`config.mk`:
```
export PLATFORM = sky130hd
export DESIGN_NAME = deserializador
export DESIGN_NICKNAME = d
export VERILOG_FILES = /design/src/rtl/deserializador.sv
export SDC_FILE = /design/constraint.sdc
export NUM_CORES = 1
export LEC_CHECK = 0
export BUFFER_PORTS_ARGS = -buffer_cell sky130_fd_sc_hd__buf_2
export CAP_MARGIN = 0
export CORE_MARGIN = 3
export CORE_UTILIZATION = 48
export CTS_CLUSTER_DIAMETER = 80
export DETAILED_ROUTE_END_ITERATION = 12
export PLACE_DENSITY = 0.73
export SETUP_SLACK_MARGIN = 0.3
export SLEW_MARGIN = 10
export SYNTH_ARGS = -nofsm -noshare
export SYNTH_HDL_FRONTEND = slang
export SYNTH_SLANG_ARGS = --single-unit
```
`constraint.sdc`:
```
create_clock -name clk -period 1.56 [get_ports clk]
set_clock_uncertainty 0.05 [all_clocks]
set_input_delay 0.156 -clock clk [delete_from_list [all_inputs] [get_ports clk]]
set_output_delay 0.156 -clock clk [all_outputs]
set_load 0.02 [all_outputs]
```
`src/rtl/deserializador.sv`:
```
// Serial-to-parallel word assembler: samples one MSB-first bit per clock while DK is high,
// emits each completed BITS-bit word with a one-cycle valid pulse, flags truncated words on err.
module deserializador #(
    parameter int BITS = 8
) (
    input  logic            clk,
    input  logic            rst,
    input  logic            in,
    input  logic            DK,
    output logic [BITS-1:0] data,
    output logic            valid,
    output logic            err,
    output logic            busy,
    output logic [7:0]      word_cnt
);

    localparam int CW = $clog2(BITS) + 1;
    localparam logic [CW-1:0] LAST = CW'(BITS - 1);

    localparam logic [0:0] IDLE  = 1'b0;
    localparam logic [0:0] SHIFT = 1'b1;

    logic [0:0]      state;
    logic [BITS-1:0] shreg;
    logic [CW-1:0]   cnt;

    assign busy = (state == SHIFT);

    always_ff @(posedge clk or negedge rst) begin
        if (!rst) begin
            state    <= IDLE;
            shreg    <= '0;
            cnt      <= '0;
            data     <= '0;
            valid    <= 1'b0;
            err      <= 1'b0;
            word_cnt <= '0;
        end else begin
            valid <= 1'b0;
            err   <= 1'b0;
            if (state == IDLE) begin
                // First bit of a word lands in the LSB and walks up to the MSB as the rest arrive
                if (DK) begin
                    shreg <= {{(BITS-1){1'b0}}, in};
                    cnt   <= CW'(1);
                    state <= SHIFT;
                end
            end else begin
                if (!DK) begin
                    err   <= 1'b1;
                    shreg <= '0;
                    cnt   <= '0;
                    state <= IDLE;
                end else if (cnt == LAST) begin
                    data     <= {shreg[BITS-2:0], in};
                    valid    <= 1'b1;
                    word_cnt <= word_cnt + 8'd1;
                    cnt      <= '0;
                    state    <= IDLE;
                end else begin
                    shreg <= {shreg[BITS-2:0], in};
                    cnt   <= cnt + CW'(1);
                end
            end
        end
    end

endmodule
```
==> flow_summary.ini <==
[run_status]
status = finished clean

[timing]
finalCriticalPeriod_ns = 1.45
worst_slew_pin_slew_ns = 0.636
rsz0062_at_grt = true
setup_violations = 0
finalMaxSlewViolations = 0
max-slew-margin-rel_pct = 57.6
fmax_mhz = 691
finalCritPeriodShare_pct = 92.8
timing.setup.tns_ns = 0
hold_viol_final = 0

[clock_network]
cts_made_buffers = 5
ctsLongestPathBuffers = 2
clkTransAtPathRegs_ns = 0.10
cts_tree = built
cts_root_buffer = clkbuf_4
cts_max_level = 2
clock_latency_ns = 0.33
cts.sinks = 30

[route]
vias = 918
vias_per_cell = 5.53
drtAntennaViolNets = 0
avgRoutedWirePerCell_microns = 15.9
drc = 0
dr.first_iter.drc_count = 23
drt_pass1_iterations = 4
routed_wl_microns = 2630

[global_route]
gr-usage-all-layers_pct = 16.4
antenna_found_initial = 0
grt_max_degree = 31
grt_pass1_wl_microns = 4080
overflow = 0
grt_pass1_vias = 887

[setup_path]
r2r_setup_slack_ns = 0.11
r2r-start = cnt[1]
worstPathMaxFanout = 6
critPathMaxStageDelay_ns = 0.42
r2r_end = shreg[4]
cp_data_required_time_ns = 1.74
end_kind = flip-flop
path_buf_inv = 0
critPathLaunchType = flip-flop
critical_path.top_delay_family = flip-flops
cp_cell_sequence = ha_4 -> and3b_2 -> a21o_4 -> a22o_1
path_class = reg2reg
reg2reg_depth = 4
crit_slowest_cell = dfrtp_1
crit_arrival_ns = 1.63

[yosys]
synth_xor_area_share_pct = 5.54
synth_compound_area_share_pct = 9.21
synth_common_cells = 30 x dfrtp_1, 9 x mux2_1, 7 x a22o_1, 6 x xor2_1
synth_seq_area_share_pct = 59.4
ys_warn_count = 0
yosys_register_bits = 30
synth_top_family_by_area = simple AND/OR/NAND/NOR gates
muxShareOfSynthArea_pct = 8.81
synth-simple-area-share_pct = 13.8
synth_top_cell_by_area = dfrtp_1
synth_top_area_share_pct = 59.4
synthesis.area_sq_um = 1260
syn_area_per_cell_sq_um = 13.6
synth_ff_type = dfrtp_1
synth_most_common_cell = dfrtp_1
synth_area_leaders = dfrtp_1 59%, mux2_1 8.0%, a22o_1 4.9%
synth_edf_count = 0
synth_fa_ha_area_share_pct = 1.98
synth.distinct_cells = 28
synth_nets = 99
synthArstFlopShare_pct = 100
synthCells = 93

[pwr]
leakage_uw = 0.000982
power_uw = 1810
vdd_ir_drop_max_mv = 0.952
p_per_area_nw_per_um2 = 1040

[min_path]
hold_start = DK
min_path_type = in2reg
holdPathEnd = err
whs_path_depth = 2

[floorplanning]
fp.dieW_microns = 57.3
ios = 23
die_h_microns = 57.3
initial_core_util_pct = 53.5
die_area_sq_um = 3280
row_count = 17
core_sq_um = 2360

[cells_and_area]
final_layout_size_suffix_gt1_share_pct = 44.9
diodes = 0
nets = 143
area_growth_pct = 37.5

[flow_run]
drv_cap = 0

[placed_design]
post-dp-hpwl_microns = 1530
gp_congestion = 0.765
port_buffers = 22
how the worst max path moves through the flow:
stage	start	end	slack, ns	depth (start not counted)
4_1_cts	cnt[0]	shreg[4]	0.10	4
3_3_place_gp	cnt[0]	data[3]	0.08	4
2_1_floorplan	cnt[0]	data[0]	0.12	5
6_report	cnt[1]	shreg[4]	0.11	4
5_1_grt	cnt[1]	shreg[4]	0.05	4
3_5_place_dp	cnt[0]	word_cnt[1]	0.05	4
worst reg2reg max path, delay by kind of cell, from the launching register on:
family,cells,cell delay (ns)
adders and majority gates,1,0.19
DFF,1,0.42
AOI/OAI and AO/OA,2,0.42
and+or+nand+nor,1,0.26
through the flow:
stage | setup WS, ns | instance area (sq um) | utilization (%) | std cells | hold slack, ns
after floorplan | 0.117 | 1280 | - | 93 | -0.190
after global placement | 0.0831 | 1440 | 61.2 | 146 | 0.168
after detailed placement | 0.0540 | 1440 | 61.2 | 146 | 0.172
after CTS | 0.103 | 1640 | 69.4 | 161 | 0.00300
after global routing | 0.0460 | 1740 | 73.6 | 166 | 0.0105
final | 0.112 | 1740 | 73.6 | 166 | 0.0200
cell type report:
cell class	instances	area [sq um]
flip-flops and latches	30	752
clock inverters	2	60.1
repair buffers	39	267
multi-input cells	61	573
well taps	28	35.0
clock buffers	6	51.3
fillers	150	623
cells by family after synthesis:
| logic type | count (synthesis) |
|---|---|
| mux | 10 |
| xor+xnor | 8 |
| fa+ha+maj | 2 |
| compound gates | 15 |
| flops | 30 |
| buf+inv | 2 |
| simple gates | 26 |
flip-flops by register name, summed over array words and instances (netlist names):
name	cells
valid	1
busy	1
data	8
cnt	4
err	1
word_cnt	8
shreg	7
per-layer routing:
layer  track usage (%)  routed length [microns]  vias to the layer above
met3              6.33                      164                        2
met5                 0                        0                        -
met4              4.97                       22                        0
li1                  -                        -                      429
met2              26.9                     1390                       30
met1              20.0                     1050                      457
power breakdown:
| group | switching, uW | internal (uW) | total (uW) |
|---|---|---|---|
| registers | 25.5 | 802 | 828 |
| logic | 84.3 | 74.1 | 158 |
| clock network | 278 | 543 | 821 |
| total | 388 | 1420 | 1810 |
cell usage in the layout, fill, tap and decap left out, types with 2 or more instances in the layout:
cell,n
dfrtp_1,29
buf_2,22
buf_4,12
mux2_1,9
a22o_1,7
xor2_1,6
clkbuf_4,5
nand3_1,4
nand2_1,4
nor2_1,3
nor4_4,3
nand2_2,2
o21ai_1,2
xnor2_1,2
bufinv_16,2
dlygate4sd3_1,2
timing repair:
item	in CTS	in global routing
setup buffers	5	5
gates resized for setup	3	12
endpoints found under the hold margin	31	0
endpoints found under the setup margin	26	24
pin swaps	5	9
hold buffers	2	0
No activity file was read; power rests on OpenSTA's default activity.
